--- src/rtl/ser_queue_pkg.sv ---
// Shared defaults and sizing helpers for the serial-in, queued-word-out subsystem.
// Pure constants and functions; no logic, no latency, no flow control.
package ser_queue_pkg;

    localparam int WIDTH_DEF   = 8;
    localparam int DEPTH_DEF   = 8;
    localparam int DES_DIV_DEF = 10;
    localparam int Q_DIV_DEF   = 100;

    // Occupancy counter must represent 0..depth inclusive.
    function automatic int len_width(input int depth);
        return $clog2(depth + 1);
    endfunction

endpackage

--- src/rtl/tick_gen.sv ---
// Single-cycle enable pulse every DIV clocks; first pulse DIV-1 cycles after reset.
// Free-running, combinational pulse from a registered counter; no backpressure.
module tick_gen
    import ser_queue_pkg::*;
#(
    parameter int DIV = DES_DIV_DEF
) (
    input  logic clock_1MHz,
    input  logic rst,
    output logic tick
);

    localparam int CW = $clog2(DIV);

    logic [CW-1:0] cnt;

    assign tick = (cnt == CW'(DIV - 1));

    always_ff @(posedge clock_1MHz) begin
        if (rst) begin
            cnt <= '0;
        end else if (tick) begin
            cnt <= '0;
        end else begin
            cnt <= cnt + CW'(1);
        end
    end

endmodule

--- src/rtl/ser_queue_subsystem.sv ---
// Serial MSB-first deserializer feeding a DEPTH-entry circular queue; all outputs registered, one cycle after the qualifying tick.
// A completed word is held (serial bits dropped) until the queue accepts it; full queue accepts only alongside a dequeue.
module ser_queue_subsystem
    import ser_queue_pkg::*;
#(
    parameter int  WIDTH   = WIDTH_DEF,
    parameter int  DEPTH   = DEPTH_DEF,
    parameter int  DES_DIV = DES_DIV_DEF,
    parameter int  Q_DIV   = Q_DIV_DEF,
    localparam int LW      = len_width(DEPTH)
) (
    input  logic             clock_1MHz,
    input  logic             rst,
    input  logic             data_in,
    input  logic             write_in,
    input  logic             dequeue_in,
    output logic             status_out,
    output logic [WIDTH-1:0] data_out,
    output logic [LW-1:0]    len_out,
    output logic             full_out,
    output logic             empty_out
);

    localparam int PW = (DEPTH > 1) ? $clog2(DEPTH) : 1;
    localparam int BW = $clog2(WIDTH);

    logic des_tick;
    logic q_tick;

    tick_gen #(.DIV(DES_DIV)) u_des_tick (.clock_1MHz, .rst, .tick(des_tick));
    tick_gen #(.DIV(Q_DIV))   u_q_tick   (.clock_1MHz, .rst, .tick(q_tick));

    // Only the WIDTH-1 earlier bits need storing; the newest comes straight from data_in.
    logic [WIDTH-2:0] shift_q;
    logic [WIDTH-1:0] shift_nxt;
    logic [WIDTH-1:0] hold_q;
    logic [BW-1:0]    bit_cnt;
    logic             bit_acc;

    logic [WIDTH-1:0] mem [DEPTH];
    logic [PW-1:0]    head;
    logic [PW-1:0]    tail;
    logic [LW-1:0]    len_nxt;
    logic             deq;
    logic             enq;

    function automatic logic [PW-1:0] ptr_inc(input logic [PW-1:0] p);
        return (p == PW'(DEPTH - 1)) ? '0 : p + PW'(1);
    endfunction

    assign bit_acc   = des_tick && write_in && !status_out;
    assign shift_nxt = {shift_q, data_in};
    assign deq       = q_tick && dequeue_in && !empty_out;
    // enq doubles as the hand-off acknowledge: it fires only on an actual write.
    assign enq       = q_tick && status_out && (!full_out || deq);

    always_ff @(posedge clock_1MHz) begin
        if (rst) begin
            shift_q    <= '0;
            hold_q     <= '0;
            bit_cnt    <= '0;
            status_out <= 1'b0;
        end else begin
            if (bit_acc) begin
                shift_q <= shift_nxt[WIDTH-2:0];
                if (bit_cnt == BW'(WIDTH - 1)) begin
                    hold_q     <= shift_nxt;
                    status_out <= 1'b1;
                    bit_cnt    <= '0;
                end else begin
                    bit_cnt <= bit_cnt + BW'(1);
                end
            end
            if (enq) begin
                status_out <= 1'b0;
            end
        end
    end

    always_comb begin
        len_nxt = len_out;
        case ({enq, deq})
            2'b10:   len_nxt = len_out + LW'(1);
            2'b01:   len_nxt = len_out - LW'(1);
            default: len_nxt = len_out;
        endcase
    end

    // Storage is not reset; entries are only readable once written.
    always_ff @(posedge clock_1MHz) begin
        if (enq) begin
            mem[tail] <= hold_q;
        end
    end

    always_ff @(posedge clock_1MHz) begin
        if (rst) begin
            head      <= '0;
            tail      <= '0;
            data_out  <= '0;
            len_out   <= '0;
            full_out  <= 1'b0;
            empty_out <= 1'b1;
        end else begin
            if (enq) begin
                tail <= ptr_inc(tail);
            end
            if (deq) begin
                data_out <= mem[head];
                head     <= ptr_inc(head);
            end
            len_out   <= len_nxt;
            full_out  <= (len_nxt == LW'(DEPTH));
            empty_out <= (len_nxt == '0);
        end
    end

endmodule
--- config.mk ---
export PLATFORM = sky130hd
export DESIGN_NAME = ser_queue_subsystem
export DESIGN_NICKNAME = d
export VERILOG_FILES = /design/src/rtl/ser_queue_pkg.sv /design/src/rtl/tick_gen.sv /design/src/rtl/ser_queue_subsystem.sv
export SDC_FILE = /design/constraint.sdc
export NUM_CORES = 1
export LEC_CHECK = 0
export CELL_PAD_IN_SITES_DETAIL_PLACEMENT = 0
export CELL_PAD_IN_SITES_GLOBAL_PLACEMENT = 1
export CORE_ASPECT_RATIO = 0.6
export CORE_UTILIZATION = 45
export DETAILED_ROUTE_END_ITERATION = 12
export HOLD_SLACK_MARGIN = 0.15
export PLACE_DENSITY = 0.75
export SLEW_MARGIN = 10
export SYNTH_ARGS = -nofsm -noshare
export SYNTH_HDL_FRONTEND = slang
export SYNTH_HIERARCHICAL = 1
export SYNTH_SLANG_ARGS = --single-unit
--- constraint.sdc ---
create_clock -name clock_1MHz -period 3.7 [get_ports clock_1MHz]
set_input_delay 0.74 -clock clock_1MHz [delete_from_list [all_inputs] [get_ports clock_1MHz]]
set_output_delay 0.74 -clock clock_1MHz [all_outputs]
set_load 0.03 [all_outputs]
After elaboration in Yosys (flattened, before gate mapping):

Memory sizes are Yosys's and may differ from the RTL's. A register that Yosys moved wholly into a read port is not among the register bits.
Cells that the tools add are included.

* add/subtract/negate cells: 7
* multiply operators: 0
* divide/modulo/power cells: 0
* order comparisons: 0
* eq/ne operators: 8
* shift-type cells: 0
* mux-type cells: 6
* bitwise operators: 0
* reduce and logical (&&, ||, !) cells: 15

Operators with widths (count)
* adder 3 x 1 -> 3 bit (second input constant): 3
* == test 3 bit (second input constant): 3
* two-way mux 3 bit: 3
* adder 4 x 1 -> 4 bit (second input constant): 2
* == test 4 bit (second input constant): 2
* case mux 4 bit (2 select lines): 1
* adder 7 x 1 -> 7 bit (second input constant): 1
* == test 7 bit (second input constant): 1
* logical AND 1 bit: 6
* OR reduction 2 bit: 3
* zero test 4 bit: 1
* subtractor 4 x 1 -> 4 bit (second input constant): 1
* zero test 1 bit: 3
* == test 2 x 1 -> 1 bit (second input constant): 1
* == test 2 bit (second input constant): 1
* two-way mux 1 bit: 2
* AND reduction 2 bit: 1
* logical OR 1 bit: 1

* register bits: 42
* bits in latches: 0
* memory bits (writable): 64
* memory bits (read-only): 0
* input port bits: 5
* output and inout bits: 15
* logic and storage cells: 48
* memories kept: 1

Memories
* mem: depth 8, bits a word 8, rd ports 1, clocked after memory_dff 1, wr ports 1, line ser_queue_subsystem.sv:40 `logic [WIDTH-1:0] mem [DEPTH];`

Depth between registers and ports, before layout:

* depth after elaboration: 8
* mapped depth: 13
* gate-level depth less buffers: 13

Modules after synthesis:

Netlist, hierarchy kept.

By module, submodules not included
* ser_queue_subsystem: times used 1, cells an instance 285, area an instance 4028.9 um2, seq. area each 2702.6 um2
* tick_gen at u_q_tick: times used 1, cells an instance 33, area an instance 306.5 um2, seq. area each 140.1 um2
* tick_gen at u_des_tick: times used 1, cells an instance 20, area an instance 183.9 um2, seq. area each 80.1 um2

Worst setup path after synthesis:

OpenSTA, ideal clock, no wires.

* path kind: input -> register
* from: input port dequeue_in
* to: register full_out
* setup time: 0.091 ns
* arrival: 2.583 ns
* data required time: 3.609 ns
* path slack: 1.026 ns
* cell stages on the path: 11
* buffers on the path: 1
* cell sequence: inv_1 -> nor3b_1 -> clkbuf_1 -> ha_1 -> xor2_1 -> ha_1 -> a21oi_1 -> xor2_1 -> nor2_1 -> xnor2_1 -> nor4bb_1

* cells in the longest elaborated chain, start to end: 7
* elaborated cells on any way between the ends: 8
* classes of those cells: eq/ne: 3; mux: 1; reduce/logical: 4

RTL lines
* from (decl): line ser_queue_subsystem.sv:16 `input logic dequeue_in,`
* logical AND 1 bit (*) (2 in a row): line ser_queue_subsystem.sv:53 `assign deq = q_tick && dequeue_in && !empty_out;`
* named net deq: line ser_queue_subsystem.sv:44 `logic deq;`
* logical OR 1 bit: line ser_queue_subsystem.sv:55 `assign enq = q_tick && status_out && (!full_out || deq);`
* logical AND 1 bit: line ser_queue_subsystem.sv:55
* == test 2 x 1 -> 1 bit / == test 2 bit (equally long branches): line ser_queue_subsystem.sv:82 `case ({enq, deq})`
* case mux 4 bit (2 select lines) (*): line ser_queue_subsystem.sv:82
* == test 4 bit (*): line ser_queue_subsystem.sv:113 `full_out <= (len_nxt == LW'(DEPTH));`
* to (signal assigned): line ser_queue_subsystem.sv:113
* to (decl): line ser_queue_subsystem.sv:20 `output logic full_out,`

The timed path passes the listed nets; every way through them passes the cells marked *.
A chain may end at the register's enable or synchronous reset.

Worst setup path in the final report:

* from: input port dequeue_in
* to: register full_out

* cells in the longest elaborated chain, start to end: 7
* elaborated cells on any way between the ends: 8
* classes of those cells: eq/ne: 3; mux: 1; reduce/logical: 4

RTL lines (line)
* logical AND 1 bit (*) (2 in a row): ser_queue_subsystem.sv:53
* logical OR 1 bit: ser_queue_subsystem.sv:55
* logical AND 1 bit: ser_queue_subsystem.sv:55
* == test 2 x 1 -> 1 bit / == test 2 bit (equally long branches): ser_queue_subsystem.sv:82
* case mux 4 bit (2 select lines) (*): ser_queue_subsystem.sv:82
* == test 4 bit (*): ser_queue_subsystem.sv:113

Mark *: on every way between the ends. The rest lies on a longest branch, timed or not.

==> impl_results.html <==
<table>
<tr><th>Metric</th><th>Value</th></tr>
<tr><th colspan="2">Outcome</th></tr>
<tr><td>Result of the run</td><td>complete, no violations</td></tr>
<tr><th colspan="2">Die</th></tr>
<tr><td>CORE AREA</td><td>9459 um^2</td></tr>
<tr><td>Die area</td><td>10,460 um^2</td></tr>
<tr><td>Starting Density</td><td>47.78%</td></tr>
<tr><td>I/O pin count</td><td>20</td></tr>
<tr><td>Vertical die dimension</td><td>around 80 um</td></tr>
<tr><td>Die X-Extent</td><td>between 100 and 150 um</td></tr>
<tr><td>Standard-cell rows</td><td>27</td></tr>
<tr><th colspan="2">Layout</th></tr>
<tr><td>Nets</td><td>about 390</td></tr>
<tr><td>Count of inserted antenna diode cells</td><td>0</td></tr>
<tr><td>Number of filler cells placed in the layout</td><td>732</td></tr>
<tr><td>Area growth from synthesis to layout</td><td>22.26%</td></tr>
<tr><td>Layout cells sized above 1</td><td>17.10%</td></tr>
<tr><th colspan="2">Yosys</th></tr>
<tr><td>Async set-reset flop share out of synthesis</td><td>0%</td></tr>
<tr><td>Number of storage elements in the synthesis netlist</td><td>114</td></tr>
<tr><td>Library cell with the highest instance count after synthesis</td><td>sky130_fd_sc_hd__edfxtp_1</td></tr>
<tr><td>Cells after synthesis</td><td>roughly 340</td></tr>
<tr><td>Portion of the post-synthesis area used by sequential elements</td><td>64.67%</td></tr>
<tr><td>Cell taking the most area after synthesis</td><td>sky130_fd_sc_hd__edfxtp_1</td></tr>
<tr><td>Predominant post-synthesis flop cell</td><td>sky130_fd_sc_hd__edfxtp_1</td></tr>
<tr><td>Syn. warnings</td><td>6</td></tr>
<tr><td>Post-Synthesis Mean Instance Area</td><td>13.37 um^2</td></tr>
<tr><td>Fraction of synthesized cell area taken by the top area cell type</td><td>42.52%</td></tr>
<tr><td>Post-synthesis net count</td><td>between 300 and 400</td></tr>
<tr><td>Unique masters post-synth</td><td>44</td></tr>
<tr><td>Most used standard cells in the synthesized netlist</td><td>sky130_fd_sc_hd__edfxtp_1, sky130_fd_sc_hd__dfxtp_1, sky130_fd_sc_hd__nand2_1, sky130_fd_sc_hd__nor2_1, sky130_fd_sc_hd__a21oi_1</td></tr>
<tr><td>Mapped cell area</td><td>roughly 4500 um^2</td></tr>
<tr><td>Cell types with the largest area share after synthesis</td><td>sky130_fd_sc_hd__edfxtp_1, sky130_fd_sc_hd__dfxtp_1, sky130_fd_sc_hd__mux4_2</td></tr>
<tr><td>Number of enable flip-flop cells after synthesis</td><td>64</td></tr>
<tr><th colspan="2">STA</th></tr>
<tr><td>Worst Hold Margin</td><td>0.4608 ns</td></tr>
<tr><td>Worst clock skew</td><td>0.007579 ns</td></tr>
<tr><td>RSZ-0062 raised after global routing</td><td>no</td></tr>
<tr><td>Portion of the clock cycle consumed by the worst path in the final layout</td><td>80.24%</td></tr>
<tr><td>Slew of the pin with the lowest slew margin</td><td>0.8729 ns</td></tr>
<tr><td>Max frequency</td><td>336.8 MHz</td></tr>
<tr><td>Final critical delay including setup and external delays</td><td>around 3 ns</td></tr>
<tr><td>Relative slew margins</td><td>41.73%</td></tr>
<tr><td>Final Setup Violations</td><td>0</td></tr>
<tr><td>Setup Total Neg Slack</td><td>0 ns</td></tr>
<tr><td>Number of hold violations in the final report</td><td>0</td></tr>
<tr><td>Max-slew violation count</td><td>0</td></tr>
<tr><th colspan="2">Route</th></tr>
<tr><td>Wirelength per Cell</td><td>16.38 um</td></tr>
<tr><td>Number of violations reported at the end of detailed-routing iteration 0</td><td>162</td></tr>
<tr><td>Via count of the routed design</td><td>2,660</td></tr>
<tr><td>Detailed-routing iteration count for the pre-antenna-repair pass</td><td>4</td></tr>
<tr><td>Detail-routed via count per cell</td><td>5.155</td></tr>
<tr><td>Post-route ant nets</td><td>0</td></tr>
<tr><td>Total routed wirelength</td><td>8.453 mm</td></tr>
<tr><td>Detailed-route DRC error count</td><td>0</td></tr>
<tr><th colspan="2">Setup path</th></tr>
<tr><td>Arrival time reported for the critical path endpoint</td><td>3.28 ns</td></tr>
<tr><td>Startpoint kind of the worst setup timing path</td><td>primary input</td></tr>
<tr><td>Critical path cell sequence</td><td>clkdlybuf4s50_1 -&gt; inv_1 -&gt; o21ai_1 -&gt; and3_1 -&gt; inv_2 -&gt; ha_1 -&gt; xor2_1 -&gt; ha_1 -&gt; a21oi_1 -&gt; xor2_1 -&gt; nor2_1 -&gt; xnor2_1 -&gt; nor4bb_1</td></tr>
<tr><td>Data required time at the worst endpoint</td><td>4.01 ns</td></tr>
<tr><td>Dominant delay contributor by cell family on the critical path</td><td>buffers and inverters</td></tr>
<tr><td>Kind of critical path</td><td>primary input to register</td></tr>
<tr><td>Largest stage delay, worst path</td><td>0.46 ns</td></tr>
<tr><td>Critical path endpoint category</td><td>register</td></tr>
<tr><td>Highest fanout seen on the critical path</td><td>10</td></tr>
<tr><td>Slowest-stage cell, CP</td><td>sky130_fd_sc_hd__clkdlybuf4s50_1</td></tr>
<tr><td>Buffering stage count on the worst path with inverters included</td><td>3</td></tr>
<tr><th colspan="2">Clock network</th></tr>
<tr><td>TritonCTS Sinks</td><td>approximately 110</td></tr>
<tr><td>Clock insertion delay at the later pin of the skew report</td><td>just over 0.4 ns</td></tr>
<tr><td>Maximum clock path buffer count</td><td>2</td></tr>
<tr><td>Number of buffers created by CTS</td><td>17</td></tr>
<tr><td>Number of buffers inserted to repair setup after CTS</td><td>0</td></tr>
<tr><td>CTS tree</td><td>built</td></tr>
<tr><td>Clock tree root buffer cell</td><td>sky130_fd_sc_hd__clkbuf_16</td></tr>
<tr><td>Clock slew at reported path FFs</td><td>0.05 ns</td></tr>
<tr><td>Number of H-tree branching levels</td><td>4</td></tr>
<tr><td>Hold buffers post-CTS</td><td>0</td></tr>
<tr><td>Total of cells resized after clock tree synthesis</td><td>0</td></tr>
<tr><th colspan="2">Power and ir drop</th></tr>
<tr><td>Power density of the placed cells</td><td>554.3 nW/um^2</td></tr>
<tr><td>Max VDD drop</td><td>0.3551 mV</td></tr>
<tr><td>Final Total Pwr</td><td>3063 uW</td></tr>
<tr><td>Leak</td><td>0.002025 uW</td></tr>
<tr><th colspan="2">GRT</th></tr>
<tr><td>Largest net degree at the start of global routing</td><td>44</td></tr>
<tr><td>First-pass GRT wire length</td><td>13.61 mm</td></tr>
<tr><td>Overall track demand over capacity in global routing</td><td>between 15 and 20%</td></tr>
<tr><td>Antenna violations before repair</td><td>0</td></tr>
<tr><td>Leftover overflow at the end of global routing</td><td>0</td></tr>
<tr><td>Vias in the first global route</td><td>2,493</td></tr>
<tr><th colspan="2">Min path</th></tr>
<tr><td>Class of the worst hold path</td><td>register to register</td></tr>
<tr><th colspan="2">Placement</th></tr>
<tr><td>Routability cong.</td><td>0.7575</td></tr>
<tr><td>IO buf count</td><td>19</td></tr>
<tr><td>Post-detail-place hpwl</td><td>5.347 mm</td></tr>
<tr><th colspan="2">Job</th></tr>
<tr><td>Max-cap violation count</td><td>0</td></tr>
</table>
-- flip-flops by register name, summed over array words and instances, names as in the netlist, 4 cells and up --
signal	count
hold_q	8
data_out	8
u_q_tick/cnt	7
mem	64
len_out	4
shift_q	7
u_des_tick/cnt	4
-- tightest hold or removal path, delay by kind of cell (launching register included) --
kind             cells  cell delay [ns]
AND/OR/NAND/NOR      1             0.05
AO/OA/AOI/OAI        1             0.05
flip-flops           1             0.31
-- cells by family (layout without fill, tap and decap cells) --
| logic type | Yosys count | after routing | share of synthesized area, % |
|---|---|---|---|
| AOI/OAI and AO/OA | 45 | 45 | 6.008 |
| muxes | 28 | 28 | 10.63 |
| xor gates and xnor gates | 7 | 7 | 1.357 |
| buffers and inverters | 20 | 68 | 2.159 |
| DFF | 114 | 114 | 64.67 |
| and+or+nand+nor | 111 | 111 | 11.57 |
| adders and majority gates | 13 | 13 | 3.599 |
-- worst paths after layout --
check                              from                 endpoint  slack (ns)  depth (start not counted)
max                          dequeue_in      full_out$_SDFF_PP0_        0.73                         13
min             bit_cnt[1]$_SDFFE_PP0P_  bit_cnt[1]$_SDFFE_PP0P_        0.46                          2
max reg2reg  u_q_tick/cnt[0]$_SDFF_PP0_      full_out$_SDFF_PP0_        0.80                         13
min reg2reg     bit_cnt[1]$_SDFFE_PP0P_  bit_cnt[1]$_SDFFE_PP0P_        0.46                          2
-- power by group --
group          switching, uW  leakage [uW]  internal (uW)
Combinational           15.8      0.000572           11.2
Clock                    541      0.000304           1160
Sequential              6.48       0.00115           1330
Total                    564       0.00202           2500
-- routing by layer --
metal | share of wire, % | track usage, % | routed length (um)
met5 | 0 | 0 | 0
met1 | 50 | 25.66 | 4250
met2 | 43 | 25.32 | 3662
met3 | 5.6 | 6.159 | 476
met4 | 0.76 | 6.977 | 64
-- stage by stage --
stage / setup slack (ns) / cells / area [um^2] / util [%]
floorplan: 1.026 / 338 / 4519 / -
global placement: 0.4721 / 484 / 4905 / 51.85
detailed placement: 0.3661 / 484 / 4905 / 51.85
CTS: 0.7372 / 516 / 5525 / 58.41
global route: 0.4895 / 516 / 5525 / 58.41
finish: 0.7311 / 516 / 5525 / 58.41
-- area by class of cell --
type	instances	area, um^2	share of cell area, %
Clock buffer	22	464.2	8.401
Clock inverter	10	156.4	2.831
Inverter	4	15.01	0.2717
Multi-Input combinational cell	204	1516	27.45
Sequential cell	114	2923	52.90
Tap cell	130	162.7	2.944
Timing Repair Buffer	32	287.8	5.208
-- cell usage in the layout (no fill, tap or decap), types with 3 or more instances in the layout --
cell type / n
sky130_fd_sc_hd__nor3_1: 4
sky130_fd_sc_hd__mux4_2: 16
sky130_fd_sc_hd__edfxtp_1: 64
sky130_fd_sc_hd__clkbuf_1: 3
sky130_fd_sc_hd__clkbuf_16: 17
sky130_fd_sc_hd__xor2_1: 5
sky130_fd_sc_hd__a21oi_1: 27
sky130_fd_sc_hd__nand3_1: 3
sky130_fd_sc_hd__inv_1: 3
sky130_fd_sc_hd__buf_4: 13
sky130_fd_sc_hd__a211oi_1: 8
sky130_fd_sc_hd__mux2i_1: 12
sky130_fd_sc_hd__or3_1: 4
sky130_fd_sc_hd__nand2_1: 48
sky130_fd_sc_hd__ha_1: 13
sky130_fd_sc_hd__nor2_1: 30
sky130_fd_sc_hd__clkdlybuf4s50_1: 19
sky130_fd_sc_hd__dfxtp_1: 50
sky130_fd_sc_hd__bufinv_16: 4
sky130_fd_sc_hd__clkinv_2: 4
sky130_fd_sc_hd__o21ai_0: 3
No activity file was read; power rests on OpenSTA's default activity.
==> patch 1 (same flow settings) <==
Reset style: asynchronous (`rst`), changed in 3 clocked blocks.
--- a/src/rtl/tick_gen.sv
+++ b/src/rtl/tick_gen.sv
@@ -16,7 +16,7 @@
 
     assign tick = (cnt == CW'(DIV - 1));
 
-    always_ff @(posedge clock_1MHz) begin
+    always_ff @(posedge clock_1MHz or posedge rst) begin
         if (rst) begin
             cnt <= '0;
         end else if (tick) begin
--- a/src/rtl/ser_queue_subsystem.sv
+++ b/src/rtl/ser_queue_subsystem.sv
@@ -54,7 +54,7 @@
     // enq doubles as the hand-off acknowledge: it fires only on an actual write.
     assign enq       = q_tick && status_out && (!full_out || deq);
 
-    always_ff @(posedge clock_1MHz) begin
+    always_ff @(posedge clock_1MHz or posedge rst) begin
         if (rst) begin
             shift_q    <= '0;
             hold_q     <= '0;
@@ -93,7 +93,7 @@
         end
     end
 
-    always_ff @(posedge clock_1MHz) begin
+    always_ff @(posedge clock_1MHz or posedge rst) begin
         if (rst) begin
             head      <= '0;
             tail      <= '0;
Behaviour: no difference found for any inputs over 10 cycles, from zero or initial values and one cycle with rst high; that may be too few to reach the edited logic, so the function may still have changed.
==> patch 1 against the unedited design <==
  * Largest power group unchanged
  * Critical path depth decreased by 1
  * Routed wire length decreased by 8.6%
  * Design area increased by 2.8%
  * Non-clock buffer count decreased by 2
  * Worst setup slack got worse by 0.20 ns
  * Total power decreased by 1.9%
  * Sequential cell count unchanged
  * Core utilization decreased by 1.7 points
  * Area after synthesis increased by 4.3%
  * Via count decreased by 9.7%
==> patch 1: results (changes against the unedited design) <==
drt_pre_antenna_iters: 4  # unchanged
synth_adder_area_share_pct: 2.66  # -0.94 points
pwr-share-seq_pct: 44.8  # +1.1 points
grt_max_degree: 22  # -50%
cts_root_buf: "clkbuf_16"
gp_congestion: 0.715  # -5.6%
dp_hpwl_um: 5260  # -1.6%
synth_mux_area_share_pct: 14.7  # +4.1 points
rr_worst_depth: 12  # -1
fin_skew_ns: 0.00699  # -0.000591 ns
syn-num-nets: 302  # -15%
status: "complete, no violations"
diodes: 0  # unchanged
powerClk_mw: 1.62  # -5%
cts_buffers: 17  # unchanged
hold_start: "data_out[0]"
drtIter0Drc: 145  # -10%
antenna_found_initial: 0  # unchanged
hold_end: "data_out[0]"
cp.arrival_ns: 3.47  # +0.19 ns
startpoint: "u_q_tick/cnt[3]"
p_leak_nw: 2.23  # +9.9%
synth-main-ff-cell: "edfxtp_1"
wl_per_cell_um: 16.3  # -0.46%
final_net_count: 341  # -13%
synth_compound_area_share_pct: 3.24  # -2.8 points
synthArstFlopShare_pct: 43.9  # +44 points
grt_pass1_wl_um: 12600  # -7.4%
slew-limit-headroom_pct: 45.7  # +3.9 points
first_global_vias: 2345  # -5.9%
ys_types: 48  # +9.1%
grt_use_met2_pct: 21.7  # -3.7 points
yosysWarnings: 6  # unchanged
drive_above_1_share_pct: 23.3  # +6.2 points
port_buffers: 19  # unchanged
r2r_slack_ns: 0.53  # -0.27 ns
grtUsageMet3_pct: 5.06  # -1.1 points
grt_use_total_pct: 16.4  # -1.7 points
synth.area.top_cells: "edfxtp_1, dfrtp_1, mux2_2, mux4_1, mux4_2"
whs_ns: 0.479  # +0.0185 ns
synth_edf_count: 64  # unchanged
powerDensity_nw_per_um2: 529  # -4.5%
fill_cells: 829  # +13%
hp-class: "reg2reg"
vias_per_cell: 5.07  # -1.7%
vdd_ir_drop_max_uv: 338  # -5.0%
reg.largest.list: "mem: 64 flops, data_out: 8 flops, hold_q: 8 flops"
post_cts_buffers: 0  # unchanged
met1_usage_pct: 24.3  # -1.3 points
clk_latency_ns: 0.40
synth_commonest_cells: "edfxtp_1, dfrtp_1, nand2_1"
power_switching_share_pct: 20.3  # +1.9 points
cts_resized: 0  # unchanged
min_delay_path_depth: 2  # unchanged
synthXorXnorAreaFrac_pct: 1.81  # +0.45 points
path_clk_slew_ns: 0.06
crit_path_end: "full_out"
htreeDepth: 4  # unchanged
ys_seq_area_share_pct: 67.4  # +2.7 points
==> patch 1: cell count changes after synthesis, sizes merged, moves of 4 or more <==
cell    delta
a21oi     -21
inv        +5
clkbuf     -6
mux2      +19
nor3       +4
o21ai      +8
dfxtp     -50
nor2      -24
a211oi     -8
nand2     -22
dfrtp     +49
==> patch 1: cell type report <==
cell class	instances	area (µm²)	area share, %
Timing Repair Buffer	30	273	4.80
Clock buffer	18	450	7.93
Inverter	9	33.8	0.595
Tap cell	135	169	2.97
Multi-Input combinational cell	154	1430	25.1
Sequential cell	114	3170	55.9
Clock inverter	14	150	2.64
==> patch 1: critical path, cell delays in order, from the launching register on <==
cell and delay [ns]:
dfrtp_1 0.44, nand4bb_1 0.24, nor3b_2 0.40, nand2_1 0.09
a21oi_1 0.22, inv_2 0.14, ha_1 0.28, xor2_1 0.18
ha_1 0.18, a21oi_1 0.23, xor3_1 0.27, a31oi_1 0.21
o21ba_2 0.18
==> patch 1: cells by family after synthesis <==
logic type	count (synthesis)
XOR/XNOR	8
multiplexers	44
AO/OA/AOI/OAI	25
flip-flops	114
adder cells (fa/ha/maj)	10
AND/OR/NAND/NOR	67
buffers and inverters	19
==> patch 1: per-stage QoR <==
stage	utilization (%)	cells	area, µm²	setup WS [ns]
6_report	56.7	474	5680	0.530
3_3_place_gp	50.7	442	5080	0.515
3_5_place_dp	50.7	442	5080	0.408
5_1_grt	56.7	474	5680	0.267
4_1_cts	56.7	474	5680	0.522
2_1_floorplan	-	287	4710	0.749
==> patch 1: layer usage <==
metal,vias up,share of wire (%),routed length (µm)
met2,40,41,3190
met5,-,0,0
met1,1170,53,4090
met4,0,1.3,102
li1,1182,-,-
met3,10,4.5,349
==> patch 2 (same settings) <==
Without the edit above. Change the package constant `Q_DIV_DEF` from 100 to 200.
--- a/src/rtl/ser_queue_pkg.sv
+++ b/src/rtl/ser_queue_pkg.sv
@@ -5,7 +5,7 @@
     localparam int WIDTH_DEF   = 8;
     localparam int DEPTH_DEF   = 8;
     localparam int DES_DIV_DEF = 10;
-    localparam int Q_DIV_DEF   = 100;
+    localparam int Q_DIV_DEF   = 200;
 
     // Occupancy counter must represent 0..depth inclusive.
     function automatic int len_width(input int depth);
Formal check against the unedited RTL: no difference found for any inputs over 10 cycles, from zero or initial values and one cycle with rst high; that may be too few to reach the edited logic, so the function may still have changed.
==> patch 2 against the unedited design <==
  * Hold slack worse by 0.0012 ns
  * Global-route usage decreased by 0.23 points
  * Critical path type is now reg2reg
  * Sequential cell count grew 1
  * Core utilization shrank 2.2 points
  * Sequential share of layout area is 0.13 points higher
  * Worst setup slack worse by 0.23 ns
  * Routed wire length down 1.4%
  * Area after synthesis grew 1.2%
  * Total power fell by 3.2%
  * Design area is 0.43% higher
  * Clock power fell by 6%
==> patch 2: results (changes against the unedited design) <==
drive_above_1_share_pct: 18.2  # +1.1 points
ys_seq_area_share_pct: 64.4  # -0.31 points
wl_per_cell_um: 15.9  # -3.2%
pre_cts_slack_ns: 0.296  # -0.0701 ns
worst_slew_pin_slew_ns: 0.857  # -0.0157 ns
largest_reg_flops: 64  # unchanged
synth_edf_count: 64  # unchanged
grt_pass1_wl_um: 13500  # -1.1%
worst_path_max_delay_cell: "dfxtp_1"
status: "complete, no violations"
first_global_vias: 2549  # +2.2%
synth_adder_area_share_pct: 3.56  # -0.041 points
synth.area.top_cells: "edfxtp_1, dfxtp_1, mux4_2, nand2_1, ha_1"
cp.arrival_ns: 3.50  # +0.22 ns
antenna_found_initial: 0  # unchanged
dp_cells: 494  # +2.1%
cp_max_fo: 10  # unchanged
vias: 2711  # +1.9%
dp_hpwl_um: 5370  # +0.46%
fill_cells: 821  # +12%
grt_max_degree: 24  # -45%
fin_cells: 526  # +1.9%
netlist_instances: 343  # +1.5%
final_net_count: 396  # +1.3%
drtIter0Drc: 186  # +15%
placed_area_um2: 4960  # +1.2%
slowest_delay_ns: 0.39  # -0.07 ns
ys_types: 46  # +4.5%
syn-num-nets: 361  # +1.4%
synth_compound_area_share_pct: 6.21  # +0.20 points
synth_mux_area_share_pct: 10.5  # -0.12 points
fin_skew_ns: 0.00955  # +0.00197 ns
p_leak_nw: 2.01  # -0.59%
final_util_pct: 56.2  # -2.2 points
vdd_ir_drop_max_uv: 349  # -1.8%
gp_congestion: 0.775  # +2.3%
synth_commonest_cells: "edfxtp_1, dfxtp_1, nand2_1"
crit_family: "simple AND/OR/NAND/NOR gates"
synthXorXnorAreaFrac_pct: 1.53  # +0.18 points
grt_use_total_pct: 17.8  # -0.23 points
hp-class: "reg2reg"
[patch 2: worst paths after layout]
kind / start / cells past startpoint / endpoint / slack [ns]
worst max-delay path: u_q_tick/cnt[0] / 13 / full_out / 0.51
worst max register to register: u_q_tick/cnt[0] / 13 / full_out / 0.51
worst min-delay path: shift_q[6] / 2 / shift_q[6] / 0.46
worst min register to register: shift_q[6] / 2 / shift_q[6] / 0.46
[patch 2: routing by layer]
metal  part of all wire (%)  track usage (%)
met1                     51             24.8
met4                   0.77             9.42
met2                     44             25.4
met5                      0                0
met3                    4.5             4.92
[patch 2: area by class of cell]
class / instances / area share (%)
Sequential cell: 115 / 53.0
Multi-Input combinational cell: 207 / 27.8
Clock buffer: 18 / 7.73
Timing Repair Buffer: 32 / 5.19
Tap cell: 135 / 3.04
Clock inverter: 14 / 2.82
Inverter: 5 / 0.338
[patch 2: power by group]
group / switching (mW) / internal, mW
sequential: 0.00681 / 1.34
combinational: 0.0162 / 0.0115
clock: 0.592 / 0.999
total: 0.615 / 2.35
